`src/rtl/uart_tx_arbiter_if.sv`:
```
// Request, acknowledge and line-status signals shared by two byte sources and the UART transmit arbiter.
// The arbiter takes the slave modport; whoever drives the requests takes the master modport.
interface uart_tx_arbiter_if;
    logic [1:0] i_req;
    logic [1:0] i_last;
    logic [7:0] i_data0;
    logic [7:0] i_data1;
    logic [1:0] o_ack;
    logic       o_owner;
    logic       o_locked;
    logic       o_busy;
    logic       o_tx;

    modport master (
        output i_req,
        output i_last,
        output i_data0,
        output i_data1,
        input  o_ack,
        input  o_owner,
        input  o_locked,
        input  o_busy,
        input  o_tx
    );

    modport slave (
        input  i_req,
        input  i_last,
        input  i_data0,
        input  i_data1,
        output o_ack,
        output o_owner,
        output o_locked,
        output o_busy,
        output o_tx
    );
endinterface

```
`src/rtl/uart_tx_arbiter.sv`:
```
// Two-source 8N1 UART transmitter with packet-granular round-robin lock and a lock timeout.
//
// state   | meaning
// S_IDLE  | line high, choose a requester, run the lock timeout
// S_START | start bit (low) for BAUD_DIV cycles
// S_DATA  | 8 data bits, LSB first, BAUD_DIV cycles each
// S_STOP  | stop bit (high); a last byte releases the lock on exit
module uart_tx_arbiter #(
    parameter int BAUD_DIV     = 868,
    parameter int LOCK_TIMEOUT = 100000
) (
    input  logic               clock,
    input  logic               i_reset,
    uart_tx_arbiter_if.slave   bus
);
    localparam int BW = (BAUD_DIV > 1) ? $clog2(BAUD_DIV) : 1;
    localparam int TW = (LOCK_TIMEOUT > 0) ? $clog2(LOCK_TIMEOUT + 1) : 1;
    localparam logic [BW-1:0] BAUD_LAST = BW'(BAUD_DIV - 1);
    localparam logic [TW-1:0] TO_MAX    = TW'(LOCK_TIMEOUT);

    typedef enum logic [1:0] {
        S_IDLE  = 2'd0,
        S_START = 2'd1,
        S_DATA  = 2'd2,
        S_STOP  = 2'd3
    } state_t;

    state_t        state_q,  state_d;
    logic [BW-1:0] baud_q,   baud_d;
    logic [2:0]    bit_q,    bit_d;
    logic [7:0]    shift_q,  shift_d;
    logic          last_q,   last_d;
    logic          owner_q,  owner_d;
    logic          locked_q, locked_d;
    logic          ptr_q,    ptr_d;
    logic          tx_q,     tx_d;
    logic [TW-1:0] to_cnt_q, to_cnt_d;

    logic       grant_vld;
    logic       grant_idx;
    logic [1:0] ack;
    logic       baud_wrap;
    logic       count_en;
    logic       expire;

    // The ack is a Mealy output so the byte is captured in the very cycle it is granted.
    always_comb begin
        grant_vld = 1'b0;
        grant_idx = owner_q;
        if (state_q == S_IDLE && !i_reset) begin
            if (locked_q) begin
                grant_vld = bus.i_req[owner_q];
                grant_idx = owner_q;
            end else if (bus.i_req[ptr_q]) begin
                grant_vld = 1'b1;
                grant_idx = ptr_q;
            end else if (bus.i_req[~ptr_q]) begin
                grant_vld = 1'b1;
                grant_idx = ~ptr_q;
            end
        end
    end

    assign ack       = {grant_vld & grant_idx, grant_vld & ~grant_idx};
    assign baud_wrap = (baud_q == BAUD_LAST);

    // An owner request blocks counting, so a request on the expiry cycle wins over the timeout.
    assign count_en = (LOCK_TIMEOUT != 0) && (state_q == S_IDLE) && locked_q
                      && !bus.i_req[owner_q];
    assign expire   = count_en && (to_cnt_q == TO_MAX);

    always_comb begin
        state_d  = state_q;
        baud_d   = baud_q;
        bit_d    = bit_q;
        shift_d  = shift_q;
        last_d   = last_q;
        owner_d  = owner_q;
        locked_d = locked_q;
        ptr_d    = ptr_q;
        tx_d     = tx_q;
        to_cnt_d = '0;

        unique case (state_q)
            S_IDLE: begin
                baud_d = '0;
                tx_d   = 1'b1;
                if (count_en) begin
                    to_cnt_d = (to_cnt_q == TO_MAX) ? to_cnt_q : to_cnt_q + 1'b1;
                end
                if (expire) begin
                    locked_d = 1'b0;
                    ptr_d    = ~owner_q;
                end
                if (grant_vld) begin
                    state_d  = S_START;
                    shift_d  = grant_idx ? bus.i_data1 : bus.i_data0;
                    last_d   = bus.i_last[grant_idx];
                    owner_d  = grant_idx;
                    locked_d = 1'b1;
                    tx_d     = 1'b0;
                    to_cnt_d = '0;
                end
            end
            S_START: begin
                if (baud_wrap) begin
                    baud_d  = '0;
                    bit_d   = 3'd0;
                    state_d = S_DATA;
                    tx_d    = shift_q[0];
                end else begin
                    baud_d = baud_q + 1'b1;
                end
            end
            S_DATA: begin
                if (baud_wrap) begin
                    baud_d = '0;
                    if (bit_q == 3'd7) begin
                        state_d = S_STOP;
                        tx_d    = 1'b1;
                    end else begin
                        bit_d   = bit_q + 3'd1;
                        shift_d = {1'b0, shift_q[7:1]};
                        tx_d    = shift_q[1];
                    end
                end else begin
                    baud_d = baud_q + 1'b1;
                end
            end
            S_STOP: begin
                if (baud_wrap) begin
                    baud_d  = '0;
                    state_d = S_IDLE;
                    if (last_q) begin
                        locked_d = 1'b0;
                        ptr_d    = ~owner_q;
                    end
                end else begin
                    baud_d = baud_q + 1'b1;
                end
            end
        endcase
    end

    always_ff @(posedge clock or posedge i_reset) begin
        if (i_reset) begin
            state_q  <= S_IDLE;
            baud_q   <= '0;
            bit_q    <= 3'd0;
            shift_q  <= 8'h00;
            last_q   <= 1'b0;
            owner_q  <= 1'b0;
            locked_q <= 1'b0;
            ptr_q    <= 1'b0;
            tx_q     <= 1'b1;
            to_cnt_q <= '0;
        end else begin
            state_q  <= state_d;
            baud_q   <= baud_d;
            bit_q    <= bit_d;
            shift_q  <= shift_d;
            last_q   <= last_d;
            owner_q  <= owner_d;
            locked_q <= locked_d;
            ptr_q    <= ptr_d;
            tx_q     <= tx_d;
            to_cnt_q <= to_cnt_d;
        end
    end

    assign bus.o_ack    = ack;
    assign bus.o_owner  = owner_q;
    assign bus.o_locked = locked_q;
    assign bus.o_busy   = (state_q != S_IDLE);
    assign bus.o_tx     = tx_q;
endmodule

```
`src/flat_wrapper.sv`:
```
// flat-port wrapper written by rule: the top's interface ports become plain ports
module uart_tx_arbiter_flat 
#(
    parameter int BAUD_DIV     = 868,
    parameter int LOCK_TIMEOUT = 100000
)
  (clock, i_reset, bus_i_req, bus_i_last, bus_i_data0, bus_i_data1, bus_o_ack, bus_o_owner, bus_o_locked, bus_o_busy, bus_o_tx);
  uart_tx_arbiter_if bus_i ();
  input  logic clock;
  input  logic i_reset;
  input wire logic [$bits(bus_i.i_req)-1:0] bus_i_req;
  input wire logic [$bits(bus_i.i_last)-1:0] bus_i_last;
  input wire logic [$bits(bus_i.i_data0)-1:0] bus_i_data0;
  input wire logic [$bits(bus_i.i_data1)-1:0] bus_i_data1;
  output wire logic [$bits(bus_i.o_ack)-1:0] bus_o_ack;
  output wire logic [$bits(bus_i.o_owner)-1:0] bus_o_owner;
  output wire logic [$bits(bus_i.o_locked)-1:0] bus_o_locked;
  output wire logic [$bits(bus_i.o_busy)-1:0] bus_o_busy;
  output wire logic [$bits(bus_i.o_tx)-1:0] bus_o_tx;
  assign bus_i.i_req = bus_i_req;
  assign bus_i.i_last = bus_i_last;
  assign bus_i.i_data0 = bus_i_data0;
  assign bus_i.i_data1 = bus_i_data1;
  assign bus_o_ack = bus_i.o_ack;
  assign bus_o_owner = bus_i.o_owner;
  assign bus_o_locked = bus_i.o_locked;
  assign bus_o_busy = bus_i.o_busy;
  assign bus_o_tx = bus_i.o_tx;
  uart_tx_arbiter #(.BAUD_DIV(BAUD_DIV), .LOCK_TIMEOUT(LOCK_TIMEOUT)) u_core (.clock(clock), .i_reset(i_reset), .bus(bus_i));
endmodule
```
`config.mk`:
```
export PLATFORM = sky130hd
export DESIGN_NAME = uart_tx_arbiter_flat
export DESIGN_NICKNAME = d
export VERILOG_FILES = /design/src/rtl/uart_tx_arbiter_if.sv /design/src/rtl/uart_tx_arbiter.sv /design/src/flat_wrapper.sv
export SDC_FILE = /design/constraint.sdc
export NUM_CORES = 1
export LEC_CHECK = 0
export BUFFER_PORTS_ARGS = -buffer_cell sky130_fd_sc_hd__clkbuf_2
export CAP_MARGIN = 15
export CELL_PAD_IN_SITES_DETAIL_PLACEMENT = 0
export CELL_PAD_IN_SITES_GLOBAL_PLACEMENT = 2
export CORE_UTILIZATION = 34
export CTS_BUF_LIST = sky130_fd_sc_hd__clkbuf_8
export DETAILED_ROUTE_END_ITERATION = 7
export GPL_ROUTABILITY_DRIVEN = 0
export GPL_TIMING_DRIVEN = 0
export PLACE_DENSITY_LB_ADDON = 0.1
export SLEW_MARGIN = 10
export SYNTH_ARGS = -nofsm -noshare
export SYNTH_HDL_FRONTEND = slang
export SYNTH_SLANG_ARGS = --single-unit
```
`constraint.sdc`:
```
create_clock -name clock -period 2.3 [get_ports clock]
set_input_delay 0.46 -clock clock [delete_from_list [all_inputs] [get_ports clock]]
set_output_delay 0.46 -clock clock [all_outputs]
set_load 0.03 [all_outputs]
```
==> flow_summary.toml, run 1 <==
[floorplanning]
dieArea_um2 = 7620
num_io_pins = 28
core_area_um2 = 6910
die_h_um = 87.3
start_util = 0.358
die_x_um = 87.3
rows = 30

[clocking]
cts_max_level = 2
clk_latency_ps = 300
clk_path_buf_depth = 2
cts_buffers = 5
path_clk_slew_ps = 90
cts_num_sinks = 45
cts-root-buf = "clkbuf_8"
tritoncts = "done"
holdBufCountCts = 0

[timing]
final_max_slew_viol_count = 0
post-route-period-util = 0.973
max_freq_ghz = 0.447
skew_ps = 11.6
setup_violations = 0
worstMarginPinSlew_ps = 637
rsz0062_at_grt = "true"
finalCriticalPeriod_ps = 2240
hold_violations = 0
tns_ps = 0
relSlewSlack = 0.572

[grt]
grt_max_degree = 24
grt_usage = 0.168
grt_pass1_wl_mm = 9.67
grt_pass1_vias = 1979
overflow = 0
grt_antenna_before_repair = 0

[synth]
async_reset_ff_frac = 1.00
yosys.area.top_type = "dfrtp_1"
synth_top_area_frac = 0.445
yosys-top-cells-count = "dfrtp_1 (44), nor2_1 (36), nand2_1 (22)"
postSynthAreaPerCell_um2 = 9.62
ys_ff_latch = 45
synth_seq_area_share = 0.456
synth-edff-count = 0
syn-num-nets = 290
synthFlopType = "dfrtp_1"
syn_area_um2 = 2470
synthTopCellsByArea = "dfrtp_1 (45%), ha_1 (5.6%), nor2_1 (5.5%)"
netlist_instances = 257
synth.most_common_cell = "dfrtp_1"
ys_types = 47
yosysWarnings = 0

[detailed_routing]
routed_wl_mm = 5.67
avgViaCountPerCell = 4.87
antenna_left = 0
drc = 0
wl_per_cell_um = 14.2
route.met2.wl_mm = 2.64
firstDrtPassIters = 4
wl_met3_um = 178
vias = 1949
drt_iter0_markers = 78
routed.top_layer = "met4"
drt-met1-wl_mm = 2.79

[finish]
nNetsFinal = 336
area_growth_pct = 21.6
fill_cells = 709
antenna_cells = 0
regArea_um2 = 1130
multiInputGateArea_um2 = 1320
fin_util = 0.436
drive_gt1_frac = 0.237

[flow_run]
maxCapViolations = 0

[place]
hpwl_mm = 3.72
place.port_buffers = 27

[critical_path]
end_kind = "primary output"
critPathArrivalTime_ps = 1780
r2r_cells = 7
path_max_fanout = 4
worstSetupStartpointType = "register"
criticalPathCategory = "register to primary output"
crit_required_ps = 1840

[power]
peakVddDrop_mv = 0.254
p_leak_nw = 1.35
power.density_nw_per_um2 = 488

[hold_path]
hold_path.class = "input port to asynchronous set/reset pin"

[outcome]
status = "completed"
[through the flow]
| stage | setup WS (ps) | instances | hold slack, ps | area [um^2] | power, mW |
|---|---|---|---|---|---|
| 6_report | 61.4 | 400 | 239 | 3010 | 1.47 |
| 5_1_grt | -46.5 | 400 | 247 | 3010 | 1.54 |
| 4_1_cts | -10.4 | 397 | 236 | 2960 | 1.49 |
| 3_5_place_dp | -720 | 380 | 471 | 2740 | 0.854 |
| 3_3_place_gp | -730 | 380 | 465 | 2740 | 0.854 |
| 2_1_floorplan | 91.7 | 257 | 443 | 2480 | 0.827 |
[power by group]
| part | internal (mW) | leakage, nW | switching [mW] |
|---|---|---|---|
| clock | 0.350 | 0.0626 | 0.278 |
| sequential | 0.790 | 0.601 | 0 |
| combinational | 0.0179 | 0.689 | 0.0324 |
[logic make-up (layout without fill, tap and decap cells)]
logic type / after synthesis / in the layout / synth area share
multiplexers: 5 / 5 / 0.0212
flip-flops: 45 / 45 / 0.456
AND/OR/NAND/NOR: 122 / 122 / 0.257
buffers and inverters: 18 / 65 / 0.0314
XOR/XNOR: 21 / 21 / 0.0744
AO/OA/AOI/OAI: 35 / 35 / 0.104
adder cells (fa/ha/maj): 11 / 11 / 0.0556
[worst max-delay path: stages, from the launching register on]
cell	delay [ps]
dfrtp_1	400
inv_2	90
ha_4	160
nor3b_4	200
a21oi_2	80
a31o_4	220
buf_6	120
nor2_4	80
buf_8	130
[placed cells by master (no fill, tap or decap), types with 3 or more instances in the layout]
cell type / netlist / routed
a21oi_1: 8 / 7
and3_1: 3 / 3
buf_4: 0 / 11
clkbuf_2: 0 / 27
clkbuf_8: 0 / 6
dfrtp_1: 44 / 44
ha_1: 11 / 10
inv_1: 10 / 8
mux2i_1: 3 / 3
nand2_1: 22 / 22
nand3_1: 14 / 13
nor2_1: 36 / 35
nor2b_1: 9 / 9
nor3_1: 19 / 19
nor4_1: 3 / 3
o21ai_0: 7 / 7
o31ai_1: 3 / 3
o41ai_1: 6 / 6
xnor2_1: 12 / 12
xor2_1: 9 / 9
[sequential cells by signal, summed over array words and instances, names as in the netlist]
register             count
u_core.bus.o_owner       1
u_core.last_q            1
u_core.bit_q             3
u_core.to_cnt_q         17
u_core.bus.o_tx          1
u_core.bus.o_locked      1
u_core.baud_q           10
u_core.shift_q           8
u_core.state_q           2
u_core.ptr_q             1
[path summary, 6_finish.rpt]
check | start | end | slack [ps]
worst max-delay path | u_core.state_q[0] | bus_o_ack[1] | 60
worst min-delay path | i_reset | u_core.to_cnt_q[16] | 240
worst max register to register | u_core.bit_q[0] | u_core.shift_q[0] | 140
worst min register to register | u_core.shift_q[0] | u_core.shift_q[0] | 490
max in group asynchronous | i_reset | u_core.bus.o_tx | 1620
min in group clock | bus_i_last[1] | u_core.last_q | 460
[cell type report]
class / count / share of cell area
multi-input combinational: 194 / 0.438
sequential: 45 / 0.375
timing repair buffer: 37 / 0.0740
tap: 96 / 0.0399
clock buffer: 6 / 0.0274
inverter: 11 / 0.0158
buffer: 7 / 0.0150
clock inverter: 2 / 0.0112
timing repair inverter: 2 / 0.00416
[routing by layer]
layer,track usage,vias to the layer above
li1,-,996
met3,0.0370,5
met2,0.267,26
met4,0.0537,0
met1,0.226,922
met5,0,-
[repair_timing]
item / 4_1_cts / 5_1_grt
gates cloned: 2 / 0
pin swaps: 3 / 2
gates resized for setup: 13 / 9
buffers inserted: 7 / 3
endpoints found under the setup margin: 3 / 9
No activity file was read; power rests on OpenSTA's default activity.
==> inputs of run 2 (changes only) <==
--- a/config.mk
+++ b/config.mk
@@ -9,7 +9,7 @@
 export CAP_MARGIN = 15
 export CELL_PAD_IN_SITES_DETAIL_PLACEMENT = 0
 export CELL_PAD_IN_SITES_GLOBAL_PLACEMENT = 2
-export CORE_UTILIZATION = 34
+export CORE_UTILIZATION = 38
 export CTS_BUF_LIST = sky130_fd_sc_hd__clkbuf_8
 export DETAILED_ROUTE_END_ITERATION = 7
 export GPL_ROUTABILITY_DRIVEN = 0
==> constraint.sdc (replaced) <==
create_clock -name clock -period 2.35 [get_ports clock]
set_input_delay 0.47 -clock clock [delete_from_list [all_inputs] [get_ports clock]]
set_output_delay 0.47 -clock clock [all_outputs]
set_load 0.03 [all_outputs]
==> flow_summary.toml, run 2 (synthesis results as in run 1) <==
[detailed_routing]
firstDrtPassIters = 4
drt_iter0_markers = 103
wl_per_cell_um = 14.5
avgViaCountPerCell = 5.15
routed_wl_mm = 5.48
vias = 1946
antenna_left = 0
drc = 0

[floorplanning]
dieArea_um2 = 6840
rows = 29
die_h_um = 82.7
start_util = 0.392
core_area_um2 = 6310
die_x_um = 82.7
num_io_pins = 28

[clocking]
cts_max_level = 2
clk_path_buf_depth = 2
path_clk_slew_ps = 90
tritoncts = "done"
cts-root-buf = "clkbuf_8"
cts_buffers = 5
clk_latency_ps = 300
cts_num_sinks = 45

[finish]
top_regs = "u_core.to_cnt_q: 17 flops, u_core.baud_q: 10 flops, u_core.shift_q: 8 flops"
final_common_cell = "dfrtp_1"
instances_no_fill = 378
nNetsFinal = 333
drive_gt1_frac = 0.233
antenna_cells = 0
final_cell_mix = "dfrtp_1 (44), nor2_1 (34), clkbuf_2 (27)"
area_growth_pct = 18.5
largest_reg_flops = 17
largest-register = "u_core.to_cnt_q"

[flow_run]
maxCapViolations = 0

[power]
peakVddDrop_mv = 0.225
p_leak_nw = 1.32
power.density_nw_per_um2 = 442
power_frac_seq = 0.596
clkPwrFrac = 0.366
switching_power_uw = 304
pwr-share-comb = 0.038
p_int_uw = 994
swShare = 0.234

[timing]
skew_ps = 8.88
setup_violations = 0
final_max_slew_viol_count = 0
relSlewSlack = 0.598
post-route-period-util = 0.965
max_freq_ghz = 0.441
worstMarginPinSlew_ps = 598
tns_ps = 0
hold_violations = 0
finalCriticalPeriod_ps = 2270
rsz0062_at_grt = "true"
whs_ps = 246

[critical_path]
criticalPathCategory = "register to primary output"
end_kind = "primary output"
critPathArrivalTime_ps = 1800
crit_required_ps = 1880
regToRegSetupSlack_ps = 210
slowest_delay_ps = 400
timing.rr.start = "u_core.bit_q[0]"
worstSetupStartpointType = "register"
startpoint = "u_core.state_q[1]"
r2r_cells = 7
path_cells = "inv_2, ha_4, nor3b_4, a21oi_2, a31o_4, buf_6, nor2_4, buf_6"
cpMaxStageDelayCell = "dfrtp_1"
rr_endpoint = "u_core.shift_q[0]"
path_max_fanout = 2
crit_path_frequent_cell = "buf_6"

[hold_path]
hold_path.class = "input port to asynchronous set/reset pin"

[grt]
overflow = 0
grt_usage = 0.180
grt_pass1_wl_mm = 9.21
grt_max_degree = 24
grt_pass1_vias = 1889
grt_antenna_before_repair = 0

[place]
place.port_buffers = 27
dp_cells = 361
hpwl_mm = 3.71

[outcome]
status = "completed"
## run 2: cell count changes in the layout (fill, tap and decap cells not counted)
cell | before | now
clkinv_2 | 0 | 2
nor2_1 | 35 | 34
buf_6 | 2 | 4
nor2_2 | 0 | 1
buf_8 | 1 | 0
clkbuf_8 | 6 | 5
buf_4 | 11 | 7
bufinv_16 | 1 | 0
## run 2: area by class of cell
class | instances | area, um^2
Fill cell | 640 | 3380
Timing Repair Buffer | 34 | 200
Buffer | 7 | 45.0
Sequential cell | 45 | 1130
Tap cell | 77 | 96.3
Timing Repair inverter | 2 | 12.5
Clock buffer | 5 | 68.8
Inverter | 11 | 47.5
Multi-Input combinational cell | 194 | 1320
Clock inverter | 3 | 13.8
## run 2: metrics by stage
step,setup slack [ps],total power [mW],utilization,area [um^2]
after floorplan,4.27,0.809,-,2480
after global placement,-622,0.836,0.429,2710
after detailed placement,-624,0.836,0.429,2710
after CTS,2.37,1.32,0.458,2890
after global routing,-9.80,1.36,0.464,2930
final,82.1,1.30,0.464,2930
## run 2: critical path, delay by kind of cell, from the launching register on
family	cells	cell delay, ps
AOI/OAI and AO/OA	2	310
DFF	1	400
and+or+nand+nor	2	300
buffers and inverters	3	350
adders and majority gates	1	140
## run 2: what timing repair did
action / in CTS / in global routing
setup buffers: 7 / 0
pin swaps: 2 / 0
cloned: 2 / 0
endpoints found under the setup margin: 3 / 6
hold endpoints to repair: 0 / 0
gates resized for setup: 11 / 14
hold buffers: 0 / 0
## run 2: power by group through the flow
| stage | Combinational (mW) | Clock (mW) | Sequential [mW] |
|---|---|---|---|
| final | 0.0493 | 0.474 | 0.774 |
| after global placement | 0.0467 | 0 | 0.789 |
| after CTS | 0.0505 | 0.496 | 0.774 |
| after detailed placement | 0.0469 | 0 | 0.789 |
| after global routing | 0.0568 | 0.531 | 0.774 |
| after floorplan | 0.0202 | 0 | 0.789 |
## run 2: per-layer routing
| layer | GRT usage | share of wire | vias up |
|---|---|---|---|
| li1 | - | - | 997 |
| met1 | 0.247 | 0.50 | 913 |
| met2 | 0.281 | 0.45 | 30 |
| met3 | 0.0407 | 0.032 | 6 |
| met4 | 0.0517 | 0.014 | 0 |
| met5 | 0 | 0 | - |
## run 2: worst max-delay path by stage
| stage | to | slack, ps | cells after the start |
|---|---|---|---|
| 4_1_cts | bus_o_ack[1] | 2 | 8 |
| 5_1_grt | bus_o_ack[0] | -10 | 8 |
| 2_1_floorplan | bus_o_ack[1] | 4 | 7 |
| 3_3_place_gp | bus_o_ack[1] | -620 | 5 |
| 3_5_place_dp | bus_o_ack[1] | -620 | 5 |
| 6_report | bus_o_ack[1] | 80 | 8 |
